## config.mk

```make
export PLATFORM = sky130hd
export DESIGN_NAME = step_conditioner
export DESIGN_NICKNAME = d
export VERILOG_FILES = /design/src/rtl/step_conditioner.sv
export SDC_FILE = /design/constraint.sdc
export NUM_CORES = 1
export LEC_CHECK = 0
export ABC_AREA = 1
export CAP_MARGIN = 20
export CORE_MARGIN = 2
export CORE_UTILIZATION = 45
export CTS_BUF_LIST = sky130_fd_sc_hd__clkbuf_8
export DETAILED_ROUTE_END_ITERATION = 16
export GPL_TIMING_DRIVEN = 1
export PLACE_DENSITY_LB_ADDON = 0.08
export SYNTH_ARGS = -nofsm -noshare
export SYNTH_HDL_FRONTEND = slang
export SYNTH_SLANG_ARGS = --single-unit
```

## constraint.sdc

```tcl
create_clock -name clk -period 1.65 [get_ports clk]
set_input_delay 0.33 -clock clk [delete_from_list [all_inputs] [get_ports clk]]
set_output_delay 0.33 -clock clk [all_outputs]
set_load 0.05 [all_outputs]
```

## src/rtl/step_conditioner.sv

```systemverilog
// -----------------------------------------------------------------------------
// step_conditioner
//   Input conditioner placed directly in front of the one-hot sequence
//   detector. It synchronises the raw step button and the raw w switch to clk,
//   debounces the button, and emits one single-cycle step strobe for each
//   clean press. w_out is latched on that same strobe, so the detector
//   advances once per press and always sees a stable w.
//
// Parameters
//   SYNC_STAGES      synchroniser depth for btn_raw and w_raw (>= 2)
//   DEBOUNCE_CYCLES  consecutive stable cycles needed to accept a press or a
//                    release (>= 2)
//   REPEAT_CYCLES    auto-repeat period in cycles (>= 2), used only when
//                    STEP_AUTO_REPEAT_EN is defined
//   CNT_W            counter width; 2**CNT_W > max(DEBOUNCE_CYCLES, REPEAT_CYCLES)
//
// Ports
//   clk      in   system clock, rising edge
//   reset    in   synchronous reset, active low
//   btn_raw  in   asynchronous, bouncy step button (1 = pressed)
//   w_raw    in   asynchronous w switch
//   step     out  one-cycle strobe per accepted press (detector clock enable)
//   w_out    out  synchronised w, updated only in the cycle step is high
//   busy     out  high whenever the debounce FSM is not in IDLE
//
// Optional feature
//   STEP_AUTO_REPEAT_EN  when defined, holding the button in PRESSED produces
//                        a further strobe every REPEAT_CYCLES cycles.
// -----------------------------------------------------------------------------
module step_conditioner #(
    parameter int SYNC_STAGES     = 2,
    parameter int DEBOUNCE_CYCLES = 16,
    parameter int REPEAT_CYCLES   = 64,
    parameter int CNT_W           = 16
) (
    input  logic clk,
    input  logic reset,
    input  logic btn_raw,
    input  logic w_raw,
    output logic step,
    output logic w_out,
    output logic busy
);

    typedef enum logic [1:0] {
        IDLE         = 2'd0,
        PRESS_WAIT   = 2'd1,
        PRESSED      = 2'd2,
        RELEASE_WAIT = 2'd3
    } state_t;

    localparam logic [CNT_W-1:0] DB_LAST = CNT_W'(DEBOUNCE_CYCLES - 1);

    // ---------------------------------------------------------------- sync
    logic [SYNC_STAGES-1:0] btn_sync;
    logic [SYNC_STAGES-1:0] w_sync;
    logic                   btn_s;
    logic                   w_s;

    always_ff @(posedge clk) begin
        if (!reset) begin
            btn_sync <= '0;
            w_sync   <= '0;
        end else begin
            btn_sync <= {btn_sync[SYNC_STAGES-2:0], btn_raw};
            w_sync   <= {w_sync[SYNC_STAGES-2:0], w_raw};
        end
    end

    assign btn_s = btn_sync[SYNC_STAGES-1];
    assign w_s   = w_sync[SYNC_STAGES-1];

    // ------------------------------------------------------------ debounce
    state_t           state, state_n;
    logic [CNT_W-1:0] cnt, cnt_n;
    logic             step_n;
    logic             w_out_n;

`ifdef STEP_AUTO_REPEAT_EN
    localparam logic [CNT_W-1:0] RP_LAST = CNT_W'(REPEAT_CYCLES - 1);
    logic [CNT_W-1:0] rcnt, rcnt_n;

    always_ff @(posedge clk) begin
        if (!reset) begin
            rcnt <= '0;
        end else begin
            rcnt <= rcnt_n;
        end
    end
`endif

    always_ff @(posedge clk) begin
        if (!reset) begin
            state <= IDLE;
            cnt   <= '0;
            step  <= 1'b0;
            w_out <= 1'b0;
        end else begin
            state <= state_n;
            cnt   <= cnt_n;
            step  <= step_n;
            w_out <= w_out_n;
        end
    end

    always_comb begin
        state_n = state;
        cnt_n   = cnt;
        step_n  = 1'b0;
        w_out_n = w_out;
`ifdef STEP_AUTO_REPEAT_EN
        rcnt_n  = rcnt;
`endif
        case (state)
            IDLE: begin
                if (btn_s) begin
                    state_n = PRESS_WAIT;
                    cnt_n   = '0;
                end
            end
            PRESS_WAIT: begin
                if (!btn_s) begin
                    state_n = IDLE;
                end else if (cnt == DB_LAST) begin
                    state_n = PRESSED;
                    step_n  = 1'b1;
                    w_out_n = w_s;
`ifdef STEP_AUTO_REPEAT_EN
                    rcnt_n  = '0;
`endif
                end else begin
                    cnt_n = cnt + CNT_W'(1);
                end
            end
            PRESSED: begin
                if (!btn_s) begin
                    state_n = RELEASE_WAIT;
                    cnt_n   = '0;
                end
`ifdef STEP_AUTO_REPEAT_EN
                else if (rcnt == RP_LAST) begin
                    step_n  = 1'b1;
                    w_out_n = w_s;
                    rcnt_n  = '0;
                end else begin
                    rcnt_n = rcnt + CNT_W'(1);
                end
`endif
            end
            RELEASE_WAIT: begin
                // A release bounce returns to PRESSED without a new strobe.
                if (btn_s) begin
                    state_n = PRESSED;
`ifdef STEP_AUTO_REPEAT_EN
                    rcnt_n  = '0;
`endif
                end else if (cnt == DB_LAST) begin
                    state_n = IDLE;
                end else begin
                    cnt_n = cnt + CNT_W'(1);
                end
            end
            default: begin
                state_n = IDLE;
            end
        endcase
    end

    assign busy = (state != IDLE);

endmodule
```

==> out/metrics.csv <==
metric;value;unit
Final Cycle Share;0.938;
PwrDens;715;mW/mm²
TritonRoute pass-1 iters;4;
worst endpoint data arrival time;1.71;ns
CP startpoint kind;flip-flop;
Routed Antenna Nets;0;
I/O Pins;7;
met3 wire length;89;µm
largest net degree at the start of global routing;17;
Rel. slew slack;0.768;
drt wl/cell;11.4;µm
GRT Overall Usage;0.198;
Worst path max stage delay;0.37;ns
max-slew violations;0;
design area;0.00164;mm²
die area;0.00360;mm²
Int Pwr;930;µW
vias;1345;
Filler cells;302;
top routing layer used;met4;
M1 WL;1530;µm
Initial DRC Count;82;
# port buffers;6;
detailed placement HPWL;2250;µm
DRC viols;0;
Routed WL;3160;µm
status;finished, final reports clean;
Worst Path Required;1.81;ns
switching power;244;µW
crit-path cells;ha_2 -> nand3_2 -> nor2_4 -> nand3_4 -> buf_4 -> nand3_1 -> a21oi_2;
Synth Cell Area;0.00141;mm²
Setup-failing EPs final;0;
Worst Reg-to-Reg Cells;7;
Final Power;1.17;mW
Multi-input gate area;812;µm²
final hold viol count;0;
Die Ht;60.0;µm
worst reg2reg startpoint;cnt[1]$_SDFFE_PN0P_;
DR WL met2;1500;µm
Worst Tran Pin Value;0.348;ns
CTS Buf Count;3;
Setup Skew;0.00410;ns
width of the die;60.0;µm
root buf cell;clkbuf_8;
Syn Area/Cell;6.39;µm²
area growth from synthesis to layout;16.2;%
H-tree depth;1;
Vias/cell;4.84;
Worst-path clk slew;0.09;ns
Combinational Power Share;0.048;
core box area;0.00303;mm²
post-synthesis sequential area ratio;0.340;
register bit total from synthesis;24;
worst setup path endpoint;cnt[4]$_SDFFE_PN0P_;
critical path startpoint;cnt[1]$_SDFFE_PN0P_;
maximum clock rate;646;MHz
R2R Setup Slk;0.10;ns
Reg-to-Reg End;cnt[4]$_SDFFE_PN0P_;
Clock Path Buffers;2;
Seq. cell area;483;µm²
minimum hold slack;0.419;ns
Cells after Synth;221;
initial antenna violation count;0;
switching share of power;0.208;
Worst setup EP type;flip-flop;
Placed Area;0.00153;mm²
Reg power frac;0.500;
synth unique cells;28;
layout cells sized above 1;0.188;
WS Path Type;flip-flop to flip-flop;
CTS Sinks;24;
first-pass GRT wire length;5330;µm
RSZ-0062 raised after global routing;false;
Period minus WS final;1.55;ns
Max-cap violations;0;
Hold Path Class;flip-flop to flip-flop;
Worst-Skew Late Latency;0.27;ns
Final Wtd Congestion;0.830;
TNS Setup;0;ns
peak supply drop;0.000491;V
crit-path max FO;9;
CTS tree;done;
row cnt;20;
slowest stage cell, crit path;dfxtp_2;
Initial Utilization;0.466;
number of global-route vias before repair;1188;
antenna diode count;0;
syn nets;226;
Final nets;240;
total grt overflow;0;
hold_buf cts;0;
Clock power frac;0.452;
Final Core Density;0.542;
Leakage;0.633;nW
Warnings, synthesis;0;
==> worst min-delay path by stage <==
stage | cells after the start | start | to | slack [ns]
global route | 2 | w_sync[0]$_SDFF_PN0_ | w_sync[1]$_SDFF_PN0_ | 0.44
finish | 2 | btn_sync[0]$_SDFF_PN0_ | btn_sync[1]$_SDFF_PN0_ | 0.42
floorplan | 2 | btn_sync[0]$_SDFF_PN0_ | btn_sync[1]$_SDFF_PN0_ | 0.39
detailed placement | 2 | btn_sync[0]$_SDFF_PN0_ | btn_sync[1]$_SDFF_PN0_ | 0.40
global placement | 2 | btn_sync[0]$_SDFF_PN0_ | btn_sync[1]$_SDFF_PN0_ | 0.39
CTS | 2 | btn_sync[0]$_SDFF_PN0_ | btn_sync[1]$_SDFF_PN0_ | 0.42
==> final cells by class <==
cell class	count	share of cell area
clock buffers	3	0.0252
clock inverters	1	0.0183
inverters	29	0.0664
multi-input cells	165	0.495
flip-flops and latches	24	0.294
well taps	44	0.0336
repair buffers	12	0.0671
==> power by group through the flow <==
stage | clock (mW) | combinational (mW) | sequential (mW)
2_1_floorplan | 0 | 0.0315 | 0.600
3_3_place_gp | 0 | 0.0525 | 0.600
3_5_place_dp | 0 | 0.0531 | 0.600
4_1_cts | 0.536 | 0.0548 | 0.587
5_1_grt | 0.559 | 0.0614 | 0.588
6_report | 0.531 | 0.0562 | 0.587
==> cell families (layout without fill, tap and decap cells) <==
kind of cell	after synthesis	count (layout)	share of synthesized area
XOR/XNOR	1	1	0.00621
buffers and inverters	33	45	0.102
flip-flops	24	24	0.340
AO/OA/AOI/OAI	20	20	0.0975
adder cells (fa/ha/maj)	1	1	0.00886
AND/OR/NAND/NOR	142	143	0.445
==> cells in the mapped netlist (all sizes together) <==
library cell,instances,area (µm²)
clkinv,2,7.51
inv,27,101
buf,3,31.3
nand4,1,6.26
clkbuf,1,3.75
o21a,1,7.51
a21oi,14,96.3
nor3,5,25.0
nor2,36,163
o21bai,2,18.8
dfxtp,24,480
xnor2,1,8.76
nand3,17,103
ha,1,12.5
nand2,83,332
o21ai,3,15.0
==> cells in the final DEF, fill, tap and decap left out <==
| cell type | synthesis | layout |
|---|---|---|
| dfxtp_1 | 24 | 22 |
| inv_1 | 24 | 24 |
| buf_12 | 0 | 1 |
| nand3_4 | 1 | 1 |
| bufinv_16 | 0 | 1 |
| nor2_2 | 5 | 5 |
| nand3_1 | 15 | 15 |
| clkinv_1 | 2 | 2 |
| nor2_1 | 29 | 29 |
| clkdlybuf4s50_1 | 0 | 3 |
| o21bai_1 | 1 | 1 |
| nor3_1 | 5 | 5 |
| o21ai_0 | 2 | 2 |
| buf_4 | 0 | 8 |
| inv_2 | 3 | 3 |
| ha_2 | 0 | 1 |
| nand4_1 | 1 | 1 |
| nand2_4 | 1 | 1 |
| clkbuf_8 | 0 | 3 |
| a21oi_1 | 7 | 7 |
| nand2_2 | 5 | 6 |
| nand2_1 | 77 | 76 |
| dfxtp_2 | 0 | 2 |
| nand3_2 | 1 | 1 |
| o21ai_1 | 1 | 1 |
| nand2_8 | 0 | 1 |
| a21oi_2 | 7 | 7 |
| o21a_1 | 1 | 1 |
| xnor2_1 | 1 | 1 |
| o21bai_2 | 1 | 1 |
| nor2_4 | 2 | 2 |
==> through the flow <==
stage	std cells	setup WS [ns]
finish	278	0.103
global route	278	0.0280
CTS	275	0.0113
detailed placement	271	-0.00643
global placement	271	0.106
floorplan	221	0.268
==> per-layer routing <==
metal,vias up,GRT usage
met5,-,0
met4,0,0.0667
met3,5,0.0325
met2,17,0.325
met1,617,0.262
li1,706,-
==> registers in the layout, indices dropped and copies added, names as in the netlist, named ones only <==
| register | count |
|---|---|
| state | 1 |
| btn_sync | 2 |
| w_sync | 2 |
| cnt | 16 |
| step | 1 |
| w_out | 1 |
==> worst max-delay path, delay by kind of cell (launching register included) <==
family | cells | cell delay (ns)
AND/OR/NAND/NOR | 4 | 0.59
buffers and inverters | 1 | 0.21
adder cells (fa/ha/maj) | 1 | 0.22
AO/OA/AOI/OAI | 1 | 0.06
flip-flops | 1 | 0.37
==> timing repair <==
item | 4_1_cts | 5_1_grt
gates cloned | 0 | 1
setup endpoints to repair | 10 | 17
setup buffers | 0 | 2
pin swaps | 0 | 2
resized for setup | 1 | 4
No activity file was read; power rests on OpenSTA's default activity.
